===== src/rtl/riscv_mc_controller.sv =====
// riscv_mc_controller: multicycle control unit for the RV32I core.
// Sequences each instruction through fetch / decode / execute / memory /
// writeback, drives the datapath selects, write strobes and ALU control, and
// stalls in FETCH, MEMREAD and MEMWRITE until the shared memory port is ready.
// Optional feature macro: MC_CTRL_ILLEGAL_TRAP_EN. When defined, an unknown
// opcode halts the core in ILLEGAL and raises the sticky o_illegal flag.
// Otherwise an unknown opcode behaves as a two-cycle NOP and o_illegal is 0.
module riscv_mc_controller (
    input  logic       i_clk,
    input  logic       i_rst,
    input  logic [6:0] i_op,
    input  logic [2:0] i_funct3,
    input  logic       i_funct7b5,
    input  logic       i_zero,
    input  logic       i_mem_ready,
    output logic       o_pc_write,
    output logic       o_adr_src,
    output logic       o_mem_write,
    output logic       o_ir_write,
    output logic [1:0] o_result_src,
    output logic [1:0] o_alu_src_a,
    output logic [1:0] o_alu_src_b,
    output logic       o_reg_write,
    output logic [1:0] o_imm_src,
    output logic [2:0] o_alu_ctrl,
    output logic       o_illegal
);

    localparam logic [6:0] OP_LW  = 7'b0000011;
    localparam logic [6:0] OP_SW  = 7'b0100011;
    localparam logic [6:0] OP_R   = 7'b0110011;
    localparam logic [6:0] OP_I   = 7'b0010011;
    localparam logic [6:0] OP_BEQ = 7'b1100011;
    localparam logic [6:0] OP_JAL = 7'b1101111;

    localparam logic [2:0] ALU_ADD = 3'b000;
    localparam logic [2:0] ALU_SUB = 3'b001;
    localparam logic [2:0] ALU_AND = 3'b010;
    localparam logic [2:0] ALU_OR  = 3'b011;
    localparam logic [2:0] ALU_SLT = 3'b101;

`ifdef MC_CTRL_ILLEGAL_TRAP_EN
    typedef enum logic [3:0] {
        S_FETCH, S_DECODE, S_MEMADR, S_MEMREAD, S_MEMWB, S_MEMWRITE,
        S_EXECR, S_EXECI, S_ALUWB, S_BEQ, S_JAL, S_ILLEGAL
    } state_t;
`else
    typedef enum logic [3:0] {
        S_FETCH, S_DECODE, S_MEMADR, S_MEMREAD, S_MEMWB, S_MEMWRITE,
        S_EXECR, S_EXECI, S_ALUWB, S_BEQ, S_JAL
    } state_t;
`endif

    state_t     state;
    state_t     next_state;
    logic [2:0] funct_ctrl;
    logic       pc_write_s;
    logic       mem_write_s;
    logic       ir_write_s;
    logic       reg_write_s;

    // State register: synchronous reset returns the sequencer to FETCH.
    always_ff @(posedge i_clk) begin
        // NOTE: sequential state uses non-blocking assignment so every flop
        // samples pre-edge values regardless of block ordering.
        if (i_rst) state <= S_FETCH;
        else       state <= next_state;
    end

    // Next-state logic: stall states wait on i_mem_ready, DECODE dispatches on opcode.
    always_comb begin
        // NOTE: default assignment first so no path leaves next_state
        // unassigned, which would otherwise infer a latch.
        next_state = state;
        case (state)
            S_FETCH:    if (i_mem_ready) next_state = S_DECODE;
            S_DECODE: begin
                case (i_op)
                    OP_LW, OP_SW: next_state = S_MEMADR;
                    OP_R:         next_state = S_EXECR;
                    OP_I:         next_state = S_EXECI;
                    OP_BEQ:       next_state = S_BEQ;
                    OP_JAL:       next_state = S_JAL;
`ifdef MC_CTRL_ILLEGAL_TRAP_EN
                    default:      next_state = S_ILLEGAL;
`else
                    default:      next_state = S_FETCH;
`endif
                endcase
            end
            S_MEMADR:   next_state = (i_op == OP_LW) ? S_MEMREAD : S_MEMWRITE;
            S_MEMREAD:  if (i_mem_ready) next_state = S_MEMWB;
            S_MEMWB:    next_state = S_FETCH;
            S_MEMWRITE: if (i_mem_ready) next_state = S_FETCH;
            S_EXECR:    next_state = S_ALUWB;
            S_EXECI:    next_state = S_ALUWB;
            S_ALUWB:    next_state = S_FETCH;
            S_BEQ:      next_state = S_FETCH;
            S_JAL:      next_state = S_ALUWB;
`ifdef MC_CTRL_ILLEGAL_TRAP_EN
            S_ILLEGAL:  next_state = S_ILLEGAL;
`endif
            default:    next_state = S_FETCH;
        endcase
    end

    // Immediate format follows the opcode in every state.
    always_comb begin
        case (i_op)
            OP_LW, OP_I: o_imm_src = 2'b00;
            OP_SW:       o_imm_src = 2'b01;
            OP_BEQ:      o_imm_src = 2'b10;
            OP_JAL:      o_imm_src = 2'b11;
            default:     o_imm_src = 2'b00;
        endcase
    end

    // ALU operation from funct fields; funct7b5 selects SUB only for R-type.
    always_comb begin
        case (i_funct3)
            3'b000:  funct_ctrl = (i_op == OP_R && i_funct7b5) ? ALU_SUB : ALU_ADD;
            3'b010:  funct_ctrl = ALU_SLT;
            3'b110:  funct_ctrl = ALU_OR;
            3'b111:  funct_ctrl = ALU_AND;
            default: funct_ctrl = ALU_ADD;
        endcase
    end

    // Output logic: selects and raw strobes per state; unlisted signals stay 0.
    always_comb begin
        pc_write_s   = 1'b0;
        mem_write_s  = 1'b0;
        ir_write_s   = 1'b0;
        reg_write_s  = 1'b0;
        o_adr_src    = 1'b0;
        o_result_src = 2'b00;
        o_alu_src_a  = 2'b00;
        o_alu_src_b  = 2'b00;
        o_alu_ctrl   = ALU_ADD;
        case (state)
            S_FETCH: begin
                o_alu_src_b  = 2'b10;
                o_result_src = 2'b10;
                ir_write_s   = i_mem_ready;
                pc_write_s   = i_mem_ready;
            end
            S_DECODE: begin
                o_alu_src_a = 2'b01;
                o_alu_src_b = 2'b01;
            end
            S_MEMADR: begin
                o_alu_src_a = 2'b10;
                o_alu_src_b = 2'b01;
            end
            S_MEMREAD:  o_adr_src = 1'b1;
            S_MEMWB: begin
                o_result_src = 2'b01;
                reg_write_s  = 1'b1;
            end
            S_MEMWRITE: begin
                o_adr_src   = 1'b1;
                mem_write_s = 1'b1;
            end
            S_EXECR: begin
                o_alu_src_a = 2'b10;
                o_alu_ctrl  = funct_ctrl;
            end
            S_EXECI: begin
                o_alu_src_a = 2'b10;
                o_alu_src_b = 2'b01;
                o_alu_ctrl  = funct_ctrl;
            end
            S_ALUWB:    reg_write_s = 1'b1;
            S_BEQ: begin
                o_alu_src_a = 2'b10;
                o_alu_ctrl  = ALU_SUB;
                pc_write_s  = i_zero;
            end
            S_JAL: begin
                o_alu_src_a = 2'b01;
                o_alu_src_b = 2'b10;
                pc_write_s  = 1'b1;
            end
            default: ;
        endcase
    end

    // Reset suppresses every architectural write in the cycle it is asserted.
    assign o_pc_write  = pc_write_s  & ~i_rst;
    assign o_ir_write  = ir_write_s  & ~i_rst;
    assign o_reg_write = reg_write_s & ~i_rst;
    assign o_mem_write = mem_write_s & ~i_rst;

`ifdef MC_CTRL_ILLEGAL_TRAP_EN
    logic illegal_q;

    // Sticky flag set on the same edge that enters ILLEGAL; cleared only by reset.
    always_ff @(posedge i_clk) begin
        if (i_rst)                       illegal_q <= 1'b0;
        else if (next_state == S_ILLEGAL) illegal_q <= 1'b1;
    end

    assign o_illegal = illegal_q;
`else
    assign o_illegal = 1'b0;
`endif

endmodule


===== config.mk =====
export PLATFORM = sky130hd
export DESIGN_NAME = riscv_mc_controller
export DESIGN_NICKNAME = d
export VERILOG_FILES = /design/src/rtl/riscv_mc_controller.sv
export SDC_FILE = /design/constraint.sdc
export NUM_CORES = 1
export LEC_CHECK = 0
export ABC_AREA = 1
export BUFFER_PORTS_ARGS = -buffer_cell sky130_fd_sc_hd__buf_2
export CELL_PAD_IN_SITES_DETAIL_PLACEMENT = 1
export CELL_PAD_IN_SITES_GLOBAL_PLACEMENT = 1
export CORE_MARGIN = 2
export CORE_UTILIZATION = 25
export DETAILED_ROUTE_END_ITERATION = 7
export GPL_TIMING_DRIVEN = 0
export PLACE_DENSITY = 0.87
export REMOVE_ABC_BUFFERS = 1
export SETUP_SLACK_MARGIN = 0.2
export SLEW_MARGIN = 10
export SYNTH_ARGS = -nofsm -noshare
export SYNTH_HDL_FRONTEND = slang
export SYNTH_SLANG_ARGS = --single-unit
export TNS_END_PERCENT = 10

===== constraint.sdc =====
create_clock -name i_clk -period 1.4 [get_ports i_clk]
set_clock_uncertainty 0.2 [all_clocks]
set_input_delay 0.14 -clock i_clk [delete_from_list [all_inputs] [get_ports i_clk]]
set_output_delay 0.14 -clock i_clk [all_outputs]
set_load 0.01 [all_outputs]

## Word level (Yosys, flattened, before mapping)

Index checks and enable logic that the tools add are counted.

- Word-level logic and storage cells: 59
- Flip-flop bits (word level): 4
- Input port bits: 15
- Output and inout port bits: 17

- Eq/ne operators: 22
- Bitwise logic cells: 5
- Mux-type cells: 18
- Reductions and logical operators: 13

Operators by type and width:

| cell | number |
|---|---|
| $pmux W4 S6 | 1 |
| $pmux W4 S5 | 1 |
| $eq A4 B3 Y1 const B | 4 |
| $eq A7 B6 Y1 const B | 2 |
| $eq A7 B7 Y1 const B | 2 |
| $eq A4 B4 Y1 const B | 3 |
| $mux W4 | 3 |
| $pmux W2 S2 | 3 |
| $pmux W3 S4 | 1 |
| $reduce_or A2 Y1 | 6 |
| $eq A4 B2 Y1 const B | 2 |
| $eq A7 B2 Y1 const B | 1 |
| $eq A7 B5 Y1 const B | 1 |
| $eq A3 B3 Y1 const B | 2 |
| $ne A2 B2 Y1 const B | 3 |
| $pmux W2 S3 | 1 |
| $pmux W3 S2 | 1 |
| $reduce_or A3 Y1 | 2 |
| $mux W1 | 5 |
| $and A1 B1 Y1 | 4 |
| $eq A4 B1 Y1 const B | 1 |
| $logic_not A4 Y1 | 1 |
| $reduce_or A4 Y1 | 1 |
| $eq A3 B2 Y1 const B | 1 |
| other kinds (6) | 6 |

## Logic depth before layout (Yosys ltp)

Gate-level depths: netlist of the first run.

- Depth after elaboration: 5
- Depth in mapped cells: 8
- Depth with buffers taken out: 8

## Least setup slack after synthesis of the first run

No wires, ideal clock.

- Kind: register to output
- Start point: register state[2]
- End point: output port o_alu_src_b[0]
- Path slack: -39 ps
- Path buffers: 0
- Data arrival time: 1099 ps
- Data required time: 1060 ps
- Stages on the path, launching flop included: 5
- Cells stage by stage: dfxtp_1 inv_2 nor2_2 inv_1 o311ai_0

- Word-level cells in the longest chain between the ends: 3

RTL lines:

| what | RTL line | text |
|---|---|---|
| start: declaration | 54 | `state_t state;` |
| start signal: assignment | 67 | `else state <= next_state;` |
| $eq A4 B3 Y1, or another cell as far along | 140 | `case (state)` |
| $reduce_or A3 Y1 (no line) / $reduce_or A2 Y1 (equally long branches) | -- |  |
| $pmux W2 S2 * | 140 |  |
| end: declaration | 22 | `output logic [1:0] o_alu_src_b,` |

Every way passes the cells marked *; elsewhere a longest branch is shown, timed or not.

## Worst setup path after layout of the first run

- Start point: register state[2]
- End point: output port o_alu_ctrl[0]

- Word-level cells in the longest chain between the ends: 3

RTL lines:

| what | RTL line | text |
|---|---|---|
| $eq A4 B3 Y1 | 140 |  |
| $reduce_or A2 Y1 (no line) | -- |  |
| $pmux W3 S2 * | 140 |  |
| end: declaration | 25 | `output logic [2:0] o_alu_ctrl,` |

Marked as above.

==> flow_summary.yaml, run 1 <==
logic_synthesis:
  synth_area_leaders: "dfxtp_1 15%, nand2_1 15%, inv_1 14%, nand3_1 12%, nor2_1 11%"
  yosys.area_share.xor_xnor_pct: 0
  ys_types: 22
  synth_top_family_by_area: "simple AND/OR/NAND/NOR gates"
  syn_area_per_cell_um2: 5.28
  synthTopCellsByCount: "21 x nand2_1, 20 x inv_1, 15 x nor2_1, 13 x nand3_1, 5 x nor2_2"
  syn_inst: 99
  syn_area_um2: 523
  synth-async-reset-ratio_pct: 0
  synth_most_common_cell: "nand2_1"
  synth-seq-cells: 4
  synth_edf_count: 0
  synthFlopType: "dfxtp_1"
  synth_top_area_cell: "dfxtp_1"
  seq_area_frac_synth_pct: 15.3
  synth_fa_ha_area_share_pct: 0
  synthMuxAreaShare_pct: 0
  synth_compound_area_share_pct: 12.0
  synthSimpleGateAreaFrac_pct: 54.8
  yosys_warnings: 0
  yosysTopAreaCellShare_pct: 15.3
die:
  die_w_um: 49.7
  core_um2: 1960
  std_cell_rows: 16
  start_util_pct: 26.7
  die-area_um2: 2470
  die_h_um: 49.7
  ios: 32
global_routing:
  antenna_found_initial: 0
  use_met2_pct: 32.4
  grt_pass1_wl_um: 3430
  gr-total-overflow: 0
  use_met3_pct: 3.03
  met1_usage_pct: 19.9
  grt_pass1_vias: 814
  grt_max_degree: 7
  grt-busiest-layer: "met2"
  grt_usage_pct: 18.2
sta:
  fmax_ghz: 0.593
  period_share_pct: 120
  min_period_ps: 1690
  layout_setup_ws_ps: -286
  fin_hold_ws_ps: 37.0
  slew_viol_final: 0
  hold_viol_final: 0
  setup_viol: 15
  rsz0062_at_grt: "true"
setup_path:
  critPathLaunch: "state[2]"
  r2r-end: "state[2]"
  endpoint: "o_alu_ctrl[0]"
  critPathMaxStageDelay_ps: 370
  setup.worst_path.end_class: "output pin"
  r2r_cells: 9
  worstPathRequired_ps: 1060
  crit_path_top_delay_cell: "dfxtp_4"
  crit_chain: "inv_2, nor2_4, inv_2, nor2_4, nand2_2, nor2_1, nor2_1, o21ai_1, buf_2"
  crit_arrival_ps: 1350
  critPathKind: "flip-flop to output pin"
  rr_startpoint: "state[0]"
  worstPathMaxFanout: 4
  startpoint_type: "flip-flop"
  r2r_slack_ps: -100
power:
  power_density_nw_per_um2: 517
  peakVddDrop_uv: 354
  leakage_nw: 0.453
finish:
  drive_above_1_share_pct: 51.8
  diodes: 0
  reg.largest.list: "state x4"
  largest_reg_flops: 4
  regMostFlops: "state"
  fill_cells: 299
  fin_cells: 164
  area_delta_synth_final_pct: 64.6
  fin_nets: 154
clocking:
  clock_latency_ps: 240
  cts-root-buf: "clkbuf_4"
  clk_pin_slew_worst_paths_ps: 40
  tritoncts: "done"
  cts_max_path_buffers: 2
  cts_buffers: 3
  clock-sinks: 4
  htree_levels: 1
place:
  place.gp.congestion: 0.773
  place_inst: 155
  dp_hpwl_um: 1590
  io_buffer_count: 30
hold_path:
  hp-class: "primary input to flip-flop"
drt:
  detail-route-antenna-nets: 0
  routedWlPerCell_um: 13.4
  drtIter0Drc: 5
  drtPass1Iterations: 4
  vias: 779
  avgViaCountPerCell: 4.75
  drc: 0
  drt_wl_total_um: 2200
job:
  max_cap_viol_count: 0
status:
  violations: "negative setup slack"
  run_status: "complete, but fails checks"
## timing repair
| item | 4_1_cts | 5_1_grt |
|---|---|---|
| resized for setup | 19 | 14 |
| hold buffers | 2 | 0 |
| pin swaps | 3 | 2 |
| hold endpoints to repair | 2 | 0 |
| endpoints found under the setup margin | 20 | 20 |
| buffers inserted | 1 | 3 |
## metrics by stage
stage	power [W]	utilization (%)	worst slack (ps)	area [um^2]	setup TNS (ps)
3_5_place_dp	0.000266	35.7	-203	699	-650
2_1_floorplan	0.000205	-	-38.6	515	-38.6
4_1_cts	0.000423	40.6	-287	797	-2220
5_1_grt	0.000483	43.9	-409	861	-3840
3_3_place_gp	0.000260	35.7	-167	699	-387
6_report	0.000445	43.9	-286	861	-2240
## cells by family after synthesis
| family | Yosys count |
|---|---|
| AOI/OAI and AO/OA | 10 |
| buffers and inverters | 23 |
| DFF | 4 |
| other | 1 |
| and+or+nand+nor | 61 |
## worst max-delay path, delay by kind of cell, from the launching register on
| kind | cells | cell delay [ps] |
|---|---|---|
| buffers and inverters | 3 | 260 |
| AND/OR/NAND/NOR | 5 | 410 |
| flip-flops | 1 | 370 |
| AO/OA/AOI/OAI | 1 | 60 |
## power breakdown
group          leakage [nW]  switching [W]  internal, W
logic                 0.404       0.000103    0.0000698
registers            0.0352     0.00000916     0.000114
clock network        0.0138      0.0000538    0.0000963
## placed cells by master, fill, tap and decap left out, types with 3 or more instances in the layout
master / netlist / routed
a21oi_1: 3 / 3
nand2_1: 21 / 16
nor2_1: 15 / 12
clkbuf_4: 0 / 3
buf_2: 0 / 30
dfxtp_4: 0 / 3
nand2_2: 1 / 6
nand3_1: 13 / 13
nor2_4: 1 / 7
inv_2: 2 / 7
inv_1: 20 / 14
buf_4: 1 / 4
## how the worst min path moves through the flow
stage | startpoint | end | slack (ps) | depth (start not counted)
floorplan | i_rst | state[0] | 2 | 1
global placement | i_rst | state[0] | 200 | 2
detailed placement | i_rst | state[0] | 210 | 2
CTS | i_mem_ready | state[2] | 40 | 4
global route | i_mem_ready | state[2] | 50 | 4
finish | i_mem_ready | state[2] | 40 | 4
## area by class of cell
class / count / area [um^2] / area share [%]
timing repair buffer: 36 / 200 / 23.3
clock buffer: 3 / 22.5 / 2.62
inverter: 22 / 85.1 / 9.88
sequential: 4 / 92.6 / 10.8
multi-input combinational: 72 / 427 / 49.6
tap: 27 / 33.8 / 3.92
## per-layer routing
layer  wire [um]  part of all wire [%]  vias to the layer above
met3          74                   3.4                        2
li1            -                     -                      387
met2        1200                    55                       20
met4          17                  0.77                        0
met5           0                     0                        -
met1         904                    41                      370
Power figures use the tool's default switching activity.
==> run 2, diff against run 1 <==
PLACE_DENSITY = 0.75   (was 0.87)
RECOVER_POWER = 50   (was default)
==> run 2 against run 1 <==
The flow still finishes with violations (negative setup slack). Combinational power hardly changed. Sequential power about the same. Final cell count unchanged. Flip-flop and latch count unchanged. Critical path depth unchanged. Core utilization up 0.77 points.
==> flow_summary.yaml, run 2 (same netlist as run 1, synthesis figures left out) <==
status:
  run_status: "complete, but fails checks"
  violations: "negative setup slack"
die:
  std_cell_rows: 16
  die_h_um: 49.7
  ios: 32
  start_util_pct: 26.7
  die-area_um2: 2470
  core_um2: 1960
  die_w_um: 49.7
setup_path:
  crit_arrival_ps: 1320
  critPathMaxStageDelay_ps: 370
  cp_top_family: "simple AND/OR/NAND/NOR gates"
  crit_buf_inv: 3
  setup.worst_path.end_class: "output pin"
  crit_chain: "inv_4, nor2_4, inv_2, nor2_4, nand2_2, nor2_1, nor2_1, o21ai_1, buf_2"
  worstPathRequired_ps: 1060
  worstPathMaxFanout: 4
  critPathKind: "flip-flop to output pin"
  r2r_slack_ps: -30
  startpoint_type: "flip-flop"
  crit_path_top_delay_cell: "dfxtp_4"
clocking:
  cts-root-buf: "clkbuf_4"
  htree_levels: 1
  cts_max_path_buffers: 2
  clock-sinks: 4
  tritoncts: "done"
  clock_latency_ps: 230
  clk_pin_slew_worst_paths_ps: 30
  cts_buffers: 3
finish:
  largest_reg_flops: 4
  diodes: 0
  final_cell_mix: "29 x buf_2, 17 x nand2_1, 15 x inv_1"
  regMostFlops: "state"
  area_delta_synth_final_pct: 67.5
  reg.largest.list: "state x4"
  drive_above_1_share_pct: 54.0
  stdcell_area_um2: 876
  fin_cells: 164
  layout.cells.most_common: "buf_2"
  fin_nets: 154
  fill_cells: 287
global_routing:
  met1_usage_pct: 19.7
  grt_pass1_wl_um: 3260
  grt_max_degree: 7
  grt_usage_pct: 17.5
  grt_pass1_vias: 759
  gr-total-overflow: 0
  use_met3_pct: 3.03
  antenna_found_initial: 0
  grt-busiest-layer: "met2"
  use_met2_pct: 31.1
power:
  pwr-share-seq_pct: 28.3
  leakage_nw: 0.450
  power_frac_comb_pct: 39.1
  clockPowerShare_pct: 32.6
  peakVddDrop_uv: 282
  power_density_nw_per_um2: 496
  power_w: 0.000435
  p_sw_w: 0.000154
  internal_power_w: 0.000280
  p_sw_share_pct: 35.5
sta:
  hold_viol_final: 0
  rsz0062_at_grt: "true"
  min_period_ps: 1660
  setup_tns_ps: -2020
  slew_viol_final: 0
  setup_viol: 14
  period_share_pct: 119
  fmax_ghz: 0.602
  layout_setup_ws_ps: -262
drt:
  routedWlPerCell_um: 12.5
  drtPass1Iterations: 4
  drc: 0
  drtIter0Drc: 6
  detail-route-antenna-nets: 0
  vias: 768
  avgViaCountPerCell: 4.68
  drt_wl_total_um: 2060
hold_path:
  hp-class: "primary input to flip-flop"
place:
  postPlaceCellArea_um2: 699
  place_inst: 155
  dp_hpwl_um: 1530
  dp_slack_ps: -204
  place.gp.congestion: 0.774
  io_buffer_count: 30
job:
  max_cap_viol_count: 0
## run 2: through the flow
stage          util [%]  hold WS, ps
3_5_place_dp       35.7          205
3_3_place_gp       35.7          204
5_1_grt            44.6         56.9
4_1_cts            41.5         36.7
6_report           44.6         46.8
2_1_floorplan         -         2.44
## run 2: final cells by class
type,count,area (um^2),area share [%]
Inverter,22,85.1,9.71
Sequential cell,4,90.1,10.3
Clock buffer,3,22.5,2.57
Timing Repair Buffer,36,206,23.6
Multi-Input combinational cell,72,438,50.0
Tap cell,27,33.8,3.86
## run 2: what timing repair did
| action | in CTS | in global routing |
|---|---|---|
| hold buffers | 2 | 0 |
| setup buffers | 2 | 2 |
| resized for setup | 22 | 13 |
| hold endpoints to repair | 2 | 0 |
| setup endpoints to repair | 20 | 20 |
| pin swaps | 6 | 8 |
## run 2: metal layers
| layer | vias to the layer above | wire [um] |
|---|---|---|
| met5 | - | 0 |
| li1 | 386 | - |
| met3 | 2 | 88 |
| met1 | 355 | 837 |
| met4 | 0 | 18 |
| met2 | 25 | 1110 |
## run 2: final timing paths
| path | from | end | cells past startpoint |
|---|---|---|---|
| max | state[2] | o_alu_ctrl[0] | 9 |
| min | i_mem_ready | state[2] | 4 |
| max reg2reg | state[2] | state[2] | 8 |
| min reg2reg | state[2] | state[2] | 2 |
## run 2: worst min-delay path: stages
cell,delay (ps)
buf_2,90
inv_1,70
nand3_1,80
a21oi_1,50
## run 2: power groups by stage
stage | Sequential (W) | Combinational (W) | Clock [W]
after detailed placement | 0.000125 | 0.000141 | 0
after floorplan | 0.000124 | 0.0000810 | 0
after global routing | 0.000123 | 0.000188 | 0.000165
final | 0.000123 | 0.000170 | 0.000142
after CTS | 0.000123 | 0.000156 | 0.000148
after global placement | 0.000125 | 0.000135 | 0
